$ cat src/rtl/dmem_arb_pkg.sv
// Shared types for the data-memory port arbiter.
//   arb_state_e : arbiter state, 2-bit encoding shown on the debug output
//   port_e      : identifies which port was granted most recently
//   AW_DEF/DW_DEF : default address/data widths of the processor data RAM
package dmem_arb_pkg;

  localparam int AW_DEF = 8;
  localparam int DW_DEF = 16;

  typedef enum logic [1:0] {
    IDLE = 2'd0,
    CPU  = 2'd1,
    HOST = 2'd2
  } arb_state_e;

  typedef enum logic {
    PORT_CPU  = 1'b0,
    PORT_HOST = 1'b1
  } port_e;

endpackage

$ cat src/rtl/dmem_port_arbiter.sv
// Arbitrates the single-port data RAM between the CPU load/store path and a
// host/debug port. One port is granted per cycle. The grant cycle drives the
// RAM pins from that port's fields. A read grant returns a one-cycle rvalid on
// the following cycle, aligned with the RAM's registered read data.
//
// Ports
//   Clock, reset               : rising-edge clock, async active-low reset
//   cpu_req/we/addr/wdata      : CPU request, held until cpu_gnt
//   cpu_gnt, cpu_rvalid        : CPU grant (this cycle), read-return strobe
//   host_req/we/addr/wdata     : host request, held until host_gnt
//   host_lock                  : host asks for back-to-back grants
//   host_gnt, host_rvalid      : host grant, read-return strobe
//   rdata                      : shared read data (= mem_rdata)
//   mem_addr/mem_wr/mem_wdata  : RAM pins, all zero outside a grant cycle
//   mem_rdata                  : RAM read data, one cycle after the address
//   arb_state                  : registered state for debug display
module dmem_port_arbiter
  import dmem_arb_pkg::*;
#(
  parameter int AW           = AW_DEF,
  parameter int DW           = DW_DEF,
  parameter int CPU_PRIORITY = 0,
  parameter int MAX_LOCK     = 4
) (
  input  logic          Clock,
  input  logic          reset,
  input  logic          cpu_req,
  input  logic          cpu_we,
  input  logic [AW-1:0] cpu_addr,
  input  logic [DW-1:0] cpu_wdata,
  output logic          cpu_gnt,
  output logic          cpu_rvalid,
  input  logic          host_req,
  input  logic          host_we,
  input  logic [AW-1:0] host_addr,
  input  logic [DW-1:0] host_wdata,
  input  logic          host_lock,
  output logic          host_gnt,
  output logic          host_rvalid,
  output logic [DW-1:0] rdata,
  output logic [AW-1:0] mem_addr,
  output logic          mem_wr,
  output logic [DW-1:0] mem_wdata,
  input  logic [DW-1:0] mem_rdata,
  output logic [1:0]    arb_state
);

  localparam int LCW = (MAX_LOCK > 1) ? $clog2(MAX_LOCK) : 1;
  localparam logic [LCW-1:0] LOCK_SAT = LCW'(MAX_LOCK - 1);

  arb_state_e     state, state_nxt;
  port_e          last_grant;
  logic [LCW-1:0] lock_cnt;
  logic           host_stay;

  // A locked host keeps the RAM only while the CPU is not waiting, or while
  // its run is still short enough to bound the CPU's wait.
  assign host_stay = host_req && host_lock && (!cpu_req || (lock_cnt < LOCK_SAT));

  always_comb begin
    state_nxt = IDLE;
    case (state)
      IDLE: begin
        if (cpu_req && host_req)
          state_nxt = ((CPU_PRIORITY != 0) || (last_grant == PORT_HOST)) ? CPU : HOST;
        else if (cpu_req)
          state_nxt = CPU;
        else if (host_req)
          state_nxt = HOST;
      end
      // The CPU's req during its own grant belongs to the served access, so
      // it is ignored here; the CPU can never be granted twice in a row.
      CPU:  state_nxt = host_req ? HOST : IDLE;
      HOST: begin
        if (host_stay)
          state_nxt = HOST;
        else if (cpu_req)
          state_nxt = CPU;
      end
      default: state_nxt = IDLE;
    endcase
  end

  always_ff @(posedge Clock or negedge reset) begin
    if (!reset) begin
      state       <= IDLE;
      last_grant  <= PORT_HOST;   // first tie after reset goes to the CPU
      lock_cnt    <= '0;
      cpu_rvalid  <= 1'b0;
      host_rvalid <= 1'b0;
    end else begin
      state <= state_nxt;
      if (state_nxt == CPU)
        last_grant <= PORT_CPU;
      else if (state_nxt == HOST)
        last_grant <= PORT_HOST;
      if ((state == HOST) && (state_nxt == HOST)) begin
        if (lock_cnt != LOCK_SAT)
          lock_cnt <= lock_cnt + 1'b1;
      end else begin
        lock_cnt <= '0;
      end
      cpu_rvalid  <= (state == CPU)  && !cpu_we;
      host_rvalid <= (state == HOST) && !host_we;
    end
  end

  // Grants and RAM pins decode straight from the state register so an async
  // reset drops mem_wr without waiting for a clock edge.
  assign cpu_gnt  = (state == CPU);
  assign host_gnt = (state == HOST);

  always_comb begin
    mem_addr  = '0;
    mem_wr    = 1'b0;
    mem_wdata = '0;
    if (cpu_gnt) begin
      mem_addr  = cpu_addr;
      mem_wr    = cpu_we;
      mem_wdata = cpu_wdata;
    end else if (host_gnt) begin
      mem_addr  = host_addr;
      mem_wr    = host_we;
      mem_wdata = host_wdata;
    end
  end

  assign rdata     = mem_rdata;
  assign arb_state = state;

endmodule

$ cat config.mk
export PLATFORM = sky130hd
export DESIGN_NAME = dmem_port_arbiter
export DESIGN_NICKNAME = d
export VERILOG_FILES = /design/src/rtl/dmem_arb_pkg.sv /design/src/rtl/dmem_port_arbiter.sv
export SDC_FILE = /design/constraint.sdc
export NUM_CORES = 1
export LEC_CHECK = 0
export CORE_MARGIN = 4
export CORE_UTILIZATION = 23
export CTS_BUF_LIST = sky130_fd_sc_hd__clkbuf_16
export DETAILED_ROUTE_END_ITERATION = 7
export GPL_TIMING_DRIVEN = 1
export HOLD_SLACK_MARGIN = 0.12
export MAX_ROUTING_LAYER = met4
export PLACE_DENSITY = 0.76
export SYNTH_ARGS = -nofsm -noshare
export SYNTH_HDL_FRONTEND = slang
export SYNTH_SLANG_ARGS = --single-unit
$ cat constraint.sdc
create_clock -name Clock -period 1.6 [get_ports Clock]
set_input_delay 0.24 -clock Clock [delete_from_list [all_inputs] [get_ports Clock]]
set_output_delay 0.24 -clock Clock [all_outputs]
set_load 0.01 [all_outputs]
==> flow_summary_export.csv <==
group,metric,value,unit
outcome,status,"finished with violations",
outcome,failed_checks,"setup timing",
die,core_region_area,3153,sq um
global_route,maximum_number_of_pins_on_one_net_before_global_route_repair,15,
critical_path,setup_crit_path_kind,"reg -> out",
timing,worst_pin_slew,0.3278,ns
timing,final-max-slew-violation-count,0,
synthesis,ys.warnings.count,0,
synthesis,synth.cell_area,787.0,sq um
synthesis,async_flop_share,100.0,%
routing,drt_iter0_drc,25,
synthesis,synth_sequential_area_ratio,22.42,%
critical_path,reg2reg_slack,0,ns
critical_path,timing.critical_path.required,1.36,ns
clock_tree,clkLatencyLatePin,0.23,ns
clock_tree,tritoncts,"built",
worst_hold_path,holdCritPathClass,"in -> async",
die,floorplan.initialDensity,24.96,%
synthesis,synth_top_flop_cell,"dfrtp_1",
timing,clock.fmax,0.5976,GHz
clock_tree,cts_hold_buf,0,
routing,detail_route.first_pass.iterations,4,
critical_path,r2r_start,"arb_state[0]",
clock_tree,cts_made_buffers,3,
critical_path,rr_worst_depth,6,
global_route,grtUsageTotal,16.44,%
global_route,grt-ovfl-total,0,
cells_and_area,final_nets,232,
critical_path,timing.critical_path.arrival,1.43,ns
synthesis,post_synth_main_area_contributors,"a22o_1 28%, dfrtp_1 19%, buf_4 16%",
cells_and_area,seqCellArea,177.7,sq um
timing,rsz_0062_raised_after_global_routing,"true",
routing,vias_per_cell,4.662,
timing,postLayoutSetupSlackWorst,-0.07348,ns
clock_tree,cts.reportedPaths.clkPinSlew,0.04,ns
routing,detail-route-antenna-nets,0,
cells_and_area,flow.area_growth_from_synthesis,109.2,%
die,floorplan.die.width,66.50,um
cells_and_area,num_antenna_cells,0,
routing,drcViolationCount,0,
global_route,grt.busiest_layer,"met2",
cells_and_area,area_of_combinational_cells_with_multiple_inputs,437.9,sq um
place,portBuffers,85,
timing,hold_viol,0,
timing,period_minus_slack,1.673,ns
global_route,use_met3,4.890,%
global_route,groute.layer.met1.usage,17.87,%
clock_tree,clock-root-buffer,"clkbuf_16",
die,io_pins,118,
critical_path,setup.worst_path.start_class,"flop",
critical_path,setup.worst_path.start,"arb_state[0]",
clock_tree,clock_sinks,7,
synthesis,number_of_synthesized_register_bits,7,
routing,route.vias.total,937,
timing,final.period_utilization,104.6,%
place,gp_routability_congestion,0.7902,
die,die_h,66.50,um
power_and_ir_drop,power.density_cell_area,949.2,nW/um^2
cells_and_area,layout.cells.non_filler,201,
cells_and_area,final_util,52.22,%
synthesis,synthDominantAreaCellType,"a22o_1",
synthesis,synth_top_area_share,27.82,%
place,place.detailed.instances,189,
timing,timing.final.setup_violations,27,
timing,setup_skew,0.001298,ns
routing,routedWlPerCell,18.39,um
cells_and_area,fraction_of_layout_cells_with_a_size_suffix_above_1,32.48,%
place,place_hpwl,2.762,mm
cells_and_area,fillerInstances,314,
synthesis,synth_edf_count,0,
synthesis,yosys.cell_count.top_type,"a22o_1",
timing,max-slew-margin-rel,78.08,%
routing,detail_route.wirelength,3.696,mm
critical_path,cp-end-kind,"primary output",
clock_tree,cts_max_level,1,
power_and_ir_drop,power.ir.vdd_worst,0.4999,mV
synthesis,postSynthAreaPerCell,10.22,sq um
flow_run,max_cap_viol_count,0,
die,num_rows,20,
critical_path,timing.rr.end,"last_grant",
critical_path,critPathMaxFanout,13,
global_route,number_of_global_route_vias_before_repair,1038,
synthesis,synth_commonest_cells,"25 x a22o_1, 17 x buf_4, 6 x dfrtp_1",
die,floorplan.die_area,4422,sq um
power_and_ir_drop,static-leakage-power,0.7806,nW
global_route,grtUsageMet2,27.88,%
synthesis,unique_masters_post_synth,22,
clock_tree,cts-root-to-sink-buffers,2,
synthesis,mappedNetlistNets,151,
global_route,antenna_found_initial,0,
synthesis,syn-instance-count,77,
global_route,global_route_wire_length_before_repair,5.319,mm
==> area by class of cell <==
cell class              instances  share of cell area (%)
well taps                      44                   3.343
clock buffers                   3                   4.559
multi-input cells              46                   26.60
repair buffers                 98                   54.03
clock inverters                 1                  0.2280
flip-flops and latches          7                   10.79
inverters                       2                  0.4559
==> what timing repair did <==
action                     CTS  global route
buffers inserted             7             1
setup endpoints to repair   27            29
pin swaps                    3            17
resized for setup          117             5
gates cloned                 3             1
==> metal layers <==
metal | vias to the layer above | share of wire (%)
met5 | - | 0
met4 | 0 | 2.4
met3 | 13 | 5.0
met2 | 41 | 55
met1 | 440 | 38
li1 | 443 | -
==> layout by cell type, fill, tap and decap left out, drive strengths merged, types with 2 or more instances in the layout <==
master         count
clkdlybuf4s50     56
buf               37
a22o              25
dfrtp              6
clkbuf             4
inv                3
dlygate4sd2        3
ha                 3
nand4b             2
nor2b              2
and2b              2
and3               2
==> cell families (layout without fill, tap and decap cells) <==
| group | count (synthesis) | in the layout | synth area share (%) |
|---|---|---|---|
| muxes | 2 | 2 | 2.703 |
| AOI/OAI and AO/OA | 27 | 27 | 30.37 |
| DFF | 7 | 7 | 22.42 |
| adders and majority gates | 3 | 3 | 4.770 |
| and+or+nand+nor | 13 | 13 | 12.40 |
| xor gates and xnor gates | 1 | 1 | 1.113 |
| buffers and inverters | 24 | 104 | 26.23 |
==> flip-flops by register name (all words and copies together), names as in the netlist <==
register and flops:
lock_cnt 2, cpu_rvalid 1, arb_state 2, last_grant 1, host_rvalid 1
==> critical path: stages, from the launching register on <==
cell,delay (ns)
dfrtp_1,0.39
buf_4,0.14
nor2b_4,0.15
buf_16,0.15
a22o_1,0.23
buf_2,0.14
==> worst max path at each step <==
stage | end | slack, ns | cells past startpoint
final | mem_addr[0] | -0.07 | 5
after detailed placement | last_grant | -0.13 | 5
after CTS | last_grant | -0.04 | 6
after global placement | last_grant | -0.07 | 5
after global routing | mem_addr[4] | -0.11 | 5
after floorplan | last_grant | 0.18 | 4
==> power by group <==
group / switching [W] / internal (W)
clock network: 0.000104 / 0.000326
logic: 0.000373 / 0.000518
registers: 0.0000249 / 0.000217
total: 0.000502 / 0.00106
==> through the flow <==
step	hold WS [ns]	setup slack (ns)	setup TNS [ns]	power (W)	area (sq um)
6_report	0.2717	-0.07348	-1.239	0.001563	1647
2_1_floorplan	-0.05559	0.1779	0	0.0006884	787.0
4_1_cts	0.2814	-0.04114	-0.2449	0.001613	1678
5_1_grt	0.3038	-0.1119	-2.501	0.001652	1647
3_3_place_gp	0.4689	-0.07470	-1.251	0.001102	1562
3_5_place_dp	0.4774	-0.1251	-1.951	0.001126	1562
Note: power is estimated with default switching activity, not from simulation.
